[config.mk]
export PLATFORM = sky130hd
export DESIGN_NAME = bz_flit_serializer_flat
export DESIGN_NICKNAME = d
export VERILOG_FILES = /design/src/rtl/bz_flit_serializer_if.sv /design/src/rtl/bz_flit_serializer.sv /design/src/flat_wrapper.sv
export SDC_FILE = /design/constraint.sdc
export NUM_CORES = 1
export LEC_CHECK = 0
export ABC_AREA = 1
export BUFFER_PORTS_ARGS = -buffer_cell sky130_fd_sc_hd__buf_2
export CORE_MARGIN = 8
export CORE_UTILIZATION = 55
export CTS_CLUSTER_DIAMETER = 100
export DETAILED_ROUTE_END_ITERATION = 7
export GPL_TIMING_DRIVEN = 0
export PLACE_DENSITY = 0.87
export SYNTH_ARGS = -nofsm -noshare
export SYNTH_HDL_FRONTEND = slang
export SYNTH_SLANG_ARGS = --single-unit
export TNS_END_PERCENT = 100
[constraint.sdc]
create_clock -name clk -period 3.9 [get_ports clk]
set_input_delay 0.585 -clock clk [delete_from_list [all_inputs] [get_ports clk]]
set_output_delay 0.585 -clock clk [all_outputs]
set_load 0.02 [all_outputs]
[src/rtl/bz_flit_serializer_if.sv]
// Core-to-serializer word channel: data and valid from the core, ack returned by the serializer.
interface bz_flit_serializer_if #(
  parameter int W = 42
) ();
  logic [W-1:0] d;
  logic         v;
  logic         a;

  modport sink (input d, input v, output a);
  modport source (output d, output v, input a);
endinterface

[src/rtl/bz_flit_serializer.sv]
// Splits each core word into a header flit plus N_FLITS data flits for the router FIFO; same-route words share a header up to MAX_BURST.
// Header write follows the accept edge by one cycle, flits stream without bubbles; is_full freezes everything and suppresses ack.
module bz_flit_serializer #(
  parameter int ROUTE_W   = 10,
  parameter int CODE_W    = 8,
  parameter int DATA_W    = 24,
  parameter int PAYLOAD_W = 30,
  parameter int FLIT_W    = 10,
  parameter int MAX_BURST = 16
) (
  input  logic                   clk,
  input  logic                   reset,
  bz_flit_serializer_if.sink     in_channel,
  input  logic                   is_full,
  output logic [FLIT_W:0]        data_out,
  output logic                   wrreq
);
  localparam int IN_W    = ROUTE_W + CODE_W + DATA_W;
  localparam int N_FLITS = PAYLOAD_W / FLIT_W;
  localparam int IDX_W   = (N_FLITS > 1) ? $clog2(N_FLITS) : 1;
  localparam int CNT_W   = $clog2(MAX_BURST + 1);

  typedef enum logic [1:0] {IDLE, HDR, DAT} state_t;

  state_t               state;
  logic [IDX_W-1:0]     idx;
  logic [CNT_W-1:0]     burst_cnt;
  logic [ROUTE_W-1:0]   route_q;
  logic [PAYLOAD_W-1:0] pay_q;

  logic [ROUTE_W-1:0]   d_route;
  logic [FLIT_W-1:0]    dat_flit;
  logic                 last;
  logic                 cont;
  logic                 take;
  logic                 unused_d;

  assign d_route  = in_channel.d[IN_W-1 -: ROUTE_W];
  assign unused_d = ^in_channel.d;
  assign last     = (state == DAT) && (idx == IDX_W'(N_FLITS - 1));
  assign cont     = in_channel.v && (d_route == route_q) && (burst_cnt < CNT_W'(MAX_BURST));
  // A word can only be taken when idle or while the last flit is being written.
  assign take     = ((state == IDLE) || last) && in_channel.v && !is_full;
  assign in_channel.a = take && !reset;

  always_comb begin
    dat_flit = '0;
    for (int i = 0; i < N_FLITS; i++) begin
      if (idx == IDX_W'(i)) dat_flit = pay_q[PAYLOAD_W-1-i*FLIT_W -: FLIT_W];
    end
  end

  always_comb begin
    wrreq    = 1'b0;
    data_out = '0;
    case (state)
      HDR: begin
        wrreq    = !is_full;
        data_out = {FLIT_W'(route_q), 1'b0};
      end
      DAT: begin
        wrreq    = !is_full;
        data_out = {dat_flit, last && !cont};
      end
      default: ;
    endcase
  end

  always_ff @(posedge clk or posedge reset) begin
    if (reset) begin
      state     <= IDLE;
      idx       <= '0;
      burst_cnt <= '0;
      route_q   <= '0;
      pay_q     <= '0;
    end else if (!is_full) begin
      case (state)
        IDLE: begin
          if (in_channel.v) begin
            state     <= HDR;
            burst_cnt <= CNT_W'(1);
            route_q   <= d_route;
            pay_q     <= in_channel.d[PAYLOAD_W-1:0];
          end
        end
        HDR: begin
          state <= DAT;
          idx   <= '0;
        end
        DAT: begin
          if (!last) begin
            idx <= idx + IDX_W'(1);
          end else if (cont) begin
            idx       <= '0;
            burst_cnt <= burst_cnt + CNT_W'(1);
            route_q   <= d_route;
            pay_q     <= in_channel.d[PAYLOAD_W-1:0];
          end else if (in_channel.v) begin
            state     <= HDR;
            idx       <= '0;
            burst_cnt <= CNT_W'(1);
            route_q   <= d_route;
            pay_q     <= in_channel.d[PAYLOAD_W-1:0];
          end else begin
            state <= IDLE;
            idx   <= '0;
          end
        end
        default: state <= IDLE;
      endcase
    end
  end
endmodule

[src/flat_wrapper.sv]
// flat-port wrapper written by rule: the top's interface ports become plain ports
module bz_flit_serializer_flat 
#(
  parameter int ROUTE_W   = 10,
  parameter int CODE_W    = 8,
  parameter int DATA_W    = 24,
  parameter int PAYLOAD_W = 30,
  parameter int FLIT_W    = 10,
  parameter int MAX_BURST = 16
)
  (clk, reset, is_full, data_out, wrreq, in_channel_d, in_channel_v, in_channel_a);
  bz_flit_serializer_if #(.W((ROUTE_W + CODE_W + DATA_W))) in_channel_i ();
  input  logic clk;
  input  logic reset;
  input  logic is_full;
  output logic [FLIT_W:0] data_out;
  output logic wrreq;
  input wire logic [$bits(in_channel_i.d)-1:0] in_channel_d;
  input wire logic [$bits(in_channel_i.v)-1:0] in_channel_v;
  output wire logic [$bits(in_channel_i.a)-1:0] in_channel_a;
  assign in_channel_i.d = in_channel_d;
  assign in_channel_i.v = in_channel_v;
  assign in_channel_a = in_channel_i.a;
  bz_flit_serializer #(.ROUTE_W(ROUTE_W), .CODE_W(CODE_W), .DATA_W(DATA_W), .PAYLOAD_W(PAYLOAD_W), .FLIT_W(FLIT_W), .MAX_BURST(MAX_BURST)) u_core (.clk(clk), .reset(reset), .in_channel(in_channel_i), .is_full(is_full), .data_out(data_out), .wrreq(wrreq));
endmodule
==> run_results.csv, run 1 <==
group,metric,value,unit
clock_network,post_cts_buffers,0,
timing,fin_skew,7.341,ps
worst_setup_path,crit_chain,"inv_1 > ha_1 > buf_4 > buf_1 > o21ai_0 > a21oi_1 > buf_2",
die,rows,25,
timing,finalMaxSlewViolations,0,
logic_synthesis,yosysUniqueCellTypes,28,
routing,num_vias,2615,
logic_synthesis,yosysWarnings,0,
routing,antenna_left,0,
timing,fmax,0.3710,GHz
power,powerDensity,713.7,nW/µm²
logic_synthesis,synthFlopType,"dfrtp_1",
timing,slew_headroom,67.94,%
logic_synthesis,ys_seq_elements,49,
clock_network,cts_buffers,5,
grt,antenna_found_initial,0,
worst_setup_path,start_kind,"flip-flop",
power,vdd_drop_max,0.3844,mV
clock_network,htree_levels,2,
worst_setup_path,worstSetupPathType,"reg2out",
logic_synthesis,synthCells,360,
logic_synthesis,synth-edff-count,0,
finish,final_common_cell,"nand2_1",
worst_setup_path,path_max_fanout,10,
timing,setup_ws,1205,ps
clock_network,cts.repair.resized,0,
finish,synthToLayoutAreaGrowth,18.60,%
routing,remaining_drc_errors,0,
worst_setup_path,required,3310,ps
timing,final-setup-viol-count,0,
routing,detail_route.wl_per_cell,14.04,µm
die,start_util,56.95,%
grt,grt_max_degree,35,
finish,nets,476,
clock_network,cts_sinks,49,
worst_setup_path,endpoint_kind,"output pin",
timing,final_hold_viol_count,0,
timing,finalCriticalPeriod,2695,ps
placement,place_ws,1557,ps
routing,drt_first_pass_iters,6,
clock_network,clk_latency,300,ps
finish,n_antenna_cell,0,
power,leakage,1.713,nW
finish,fill_cells,425,
hold_path,hp-class,"in2async",
die,num_io_pins,59,
routing,routed_wl,6.910,mm
logic_synthesis,async_flop_share,100.0,%
placement,dpl.hpwl,5.259,mm
routing,avgViaCountPerCell,5.315,
outcome,status,"finished clean",
grt,grt_pass1_wl,11.67,mm
worst_setup_path,cp.arrival,2110,ps
logic_synthesis,synth_top_area_share,45.58,%
logic_synthesis,synth_top_cell_by_area,"dfrtp_1",
timing,fin_crit_sh,69.11,%
placement,io_buffers,56,
die,dieArea,7385,µm²
routing,drt-initial-drc-count,302,
run,drv_cap,0,
timing,rsz0062_at_grt,"no",
clock_network,path_clk_slew,90,ps
die,die_h,85.94,µm
die,die_width,85.94,µm
worst_setup_path,slowest_stage,"dfrtp_1",
logic_synthesis,synth.yosys.seq_area_share,45.58,%
finish,drive_gt1_share,21.18,%
worst_setup_path,r2r_slack,1950,ps
placement,gp_congestion,0.9388,
clock_network,cts_tree,"yes",
clock_network,cts_hold_buf,0,
logic_synthesis,avgSynthCellArea,7.472,µm²
worst_setup_path,critPathMaxStageDelay,450,ps
clock_network,clockRootBuffer,"clkbuf_8",
logic_synthesis,synth.cell_area,2690,µm²
timing,worst_pin_slew,468.8,ps
logic_synthesis,synth.area.top_cells,"dfrtp_1, nand2_1, nand3_1",
die,design.core.area,4723,µm²
timing,timing.setup.tns,0,ps
clock_network,ctsLongestPathBuffers,2,
finish,mostFrequentLayoutCells,"nand2_1, buf_2, nand3_1",
grt,grt_use_total,19.85,%
grt,overflow,0,
grt,grt_pass1_vias,2630,
logic_synthesis,syn-num-nets,412,
[critical path: cells and delay by family, from the launching register on]
family	cells	cell delay, ps
flops	1	450
buf+inv	4	870
compound gates	2	340
fa+ha+maj	1	160
[kinds of logic (layout without fill, tap and decap cells)]
family | count (synthesis) | after routing | share of synthesized area (%)
adders and majority gates | 6 | 6 | 2.791
buffers and inverters | 50 | 115 | 8.372
DFF | 49 | 49 | 45.58
and+or+nand+nor | 207 | 207 | 31.81
AOI/OAI and AO/OA | 43 | 43 | 9.814
xor gates and xnor gates | 5 | 5 | 1.628
[through the flow]
stage               hold WS, ps  util [%]  total power [mW]  cells  cell area (µm²)
floorplan                 442.2         -             1.585    360             2690
global placement          457.7     64.66             1.842    483             3054
detailed placement        462.5     65.09             1.894    484             3074
CTS                       259.3     67.55             2.272    492             3191
global route              273.1     67.55             2.456    492             3191
finish                    249.5     67.55             2.277    492             3191
[worst paths after layout]
path / cells past startpoint / to / start
worst max-delay path: 7 / data_out[6] / u_core.state[0]
min in group clk: 2 / flip-flop / flip-flop
worst max register to register: 11 / flip-flop / u_core.state[0]
worst min register to register: 2 / flip-flop / flip-flop
max in group asynchronous: 3 / asynchronous set/reset pin / reset
worst min-delay path: 2 / asynchronous set/reset pin / reset
[power breakdown]
part | switching, mW | internal (mW)
clock | 0.167 | 0.209
combinational | 0.672 | 0.358
sequential | 0.150 | 0.720
total | 0.989 | 1.29
[cells in the mapped netlist, types with 3 or more instances]
cell        n
a21oi_2     9
inv_1      29
o21ai_0    15
ha_1        6
nand3_1    50
buf_2       3
nor2_1     25
buf_4       5
nand2_1   125
dfrtp_1    49
xor2_1      3
a21oi_1    12
clkbuf_1    7
[area by class of cell]
cell class | count | area, µm² | area share, %
multi-input cells | 261 | 1239 | 38.82
clock inverters | 1 | 30.03 | 0.9412
repair buffers | 57 | 300.3 | 9.412
flip-flops and latches | 49 | 1226 | 38.43
plain buffers | 19 | 108.9 | 3.412
clock buffers | 7 | 86.33 | 2.706
inverters | 31 | 116.4 | 3.647
well taps | 67 | 83.83 | 2.627
[per-layer routing]
layer,share of wire [%],GRT usage (%),wire length (µm),up-vias
met1,43,25.00,2971,1195
met2,47,31.42,3271,131
met5,0,0,0,-
li1,-,-,-,1269
met3,7.1,5.158,494,20
met4,2.5,8.121,173,0
(Power assumes the default switching activity.)
==> inputs of run 2 (changes only) <==
Settings changed: CORE_UTILIZATION 55 to 54, PLACE_DENSITY 0.87 to 0.85.
Clock period 3.9 ns to 2.6 ns, I/O delays scaled along.
==> run_results.csv, run 2 (synthesized netlist as in run 1, its figures left out) <==
group,metric,value,unit
clock_network,post_cts_buffers,0,
clock_network,htree_levels,2,
power,internal_power,1.855,mW
power,powerDensity,1054,nW/µm²
timing,hold_ws,117.8,ps
finish,n_antenna_cell,0,
die,rows,25,
clock_network,clockRootBuffer,"clkbuf_8",
die,num_io_pins,59,
finish,nets,475,
worst_setup_path,reg2reg_depth,11,
grt,antenna_found_initial,0,
clock_network,ctsLongestPathBuffers,2,
worst_setup_path,required,2210,ps
grt,grt_max_degree,28,
routing,avgViaCountPerCell,5.330,
clock_network,cts_tree,"yes",
die,start_util,56.58,%
placement,gp_congestion,0.8933,
worst_setup_path,endpoint_kind,"output pin",
power,vdd_drop_max,0.5540,mV
clock_network,cts_sinks,49,
timing,worst_pin_slew,538.2,ps
power,leakage,1.707,nW
timing,fmax,0.3934,GHz
routing,routed_wl,7.043,mm
timing,finalMaxSlewViolations,0,
finish,mostFrequentLayoutCells,"nand2_1, buf_2, nand3_1",
worst_setup_path,worstSetupPathType,"reg2out",
timing,finalCriticalPeriod,2542,ps
die,design.core.area,4755,µm²
run,drv_cap,0,
finish,drive_gt1_share,21.46,%
die,die_width,86.58,µm
routing,drt_first_pass_iters,5,
placement,io_buffers,56,
worst_setup_path,start_kind,"flip-flop",
timing,fin_crit_sh,97.76,%
power,comb_power_share,46.1,%
timing,rsz0062_at_grt,"no",
power,power_frac_clock,14.9,%
power,seqPwrFrac,39.0,%
power,p_sw_share,44.54,%
grt,overflow,0,
clock_network,cts.repair.resized,0,
grt,grt_pass1_wl,11.72,mm
die,dieArea,7496,µm²
routing,detail_route.wl_per_cell,14.34,µm
worst_setup_path,worstReg2RegStart,"u_core.state[0]",
routing,antenna_left,0,
clock_network,path_clk_slew,90,ps
finish,post-route-util,66.71,%
worst_setup_path,cp.arrival,2150,ps
worst_setup_path,path_max_fanout,18,
worst_setup_path,crit_start,"u_core.state[0]",
placement,placed_cells,484,
grt,grt_pass1_vias,2580,
timing,final-setup-viol-count,0,
die,die_h,86.58,µm
timing,fin_skew,8.878,ps
routing,drt-initial-drc-count,235,
outcome,status,"finished clean",
grt,grt_use_total,19.74,%
timing,timing.setup.tns,0,ps
routing,num_vias,2617,
hold_path,hp-class,"in2async",
timing,slew_headroom,63.19,%
finish,stdcell_count,491,
clock_network,cts_hold_buf,0,
routing,remaining_drc_errors,0,
placement,dpl.hpwl,5.320,mm
timing,final_hold_viol_count,0,
finish,synthToLayoutAreaGrowth,17.91,%
clock_network,cts_buffers,5,
finish,final_common_cell,"nand2_1",
clock_network,clk_latency,310,ps
power,p_sw,1.490,mW
worst_setup_path,r2r_slack,610,ps
run 2: area by class of cell:
cell class | instances | area (µm²)
plain buffers | 18 | 105.1
fillers | 424 | 1583
inverters | 31 | 116.4
clock buffers | 7 | 96.34
multi-input cells | 261 | 1239
flip-flops and latches | 49 | 1226
repair buffers | 57 | 300.3
well taps | 67 | 83.83
clock inverters | 1 | 5.005
run 2: power by group through the flow:
stage	combinational, mW	clock, mW	sequential, mW
after detailed placement	1.53	0	1.31
after global routing	1.73	0.534	1.34
after floorplan	1.14	0	1.24
after global placement	1.47	0	1.29
final	1.54	0.499	1.30
after CTS	1.54	0.501	1.30
run 2: worst max-delay path by stage:
| stage | to | slack (ps) | cells past startpoint |
|---|---|---|---|
| 6_report | in_channel_a | 60 | 6 |
| 5_1_grt | in_channel_a | 6 | 6 |
| 4_1_cts | data_out[6] | 80 | 7 |
| 3_5_place_dp | data_out[6] | 430 | 7 |
| 3_3_place_gp | asynchronous set/reset pin | 420 | 2 |
| 2_1_floorplan | in_channel_a | 270 | 5 |
run 2: layer usage:
layer / global-route usage [%] / vias to the layer above / wire [µm]
met3: 4.064 / 17 / 462
met1: 25.29 / 1204 / 3113
met5: 0 / - / 0
met2: 31.46 / 127 / 3269
met4: 8.294 / 0 / 198
li1: - / 1269 / -
run 2: worst max-delay path, stage by stage (launching register included):
cell and delay [ps]:
dfrtp_1 450, inv_1 110, ha_1 150, buf_4 230
nand2_2 120, a2111oi_0 520, buf_2 270
run 2: stage by stage:
stage,worst slack (ps),total power [mW],instance area [µm²]
after floorplan,272.3,2.377,2690
after global placement,415.1,2.769,3054
after detailed placement,430.9,2.841,3074
after CTS,82.07,3.340,3176
after global routing,5.897,3.602,3172
final,58.32,3.344,3172
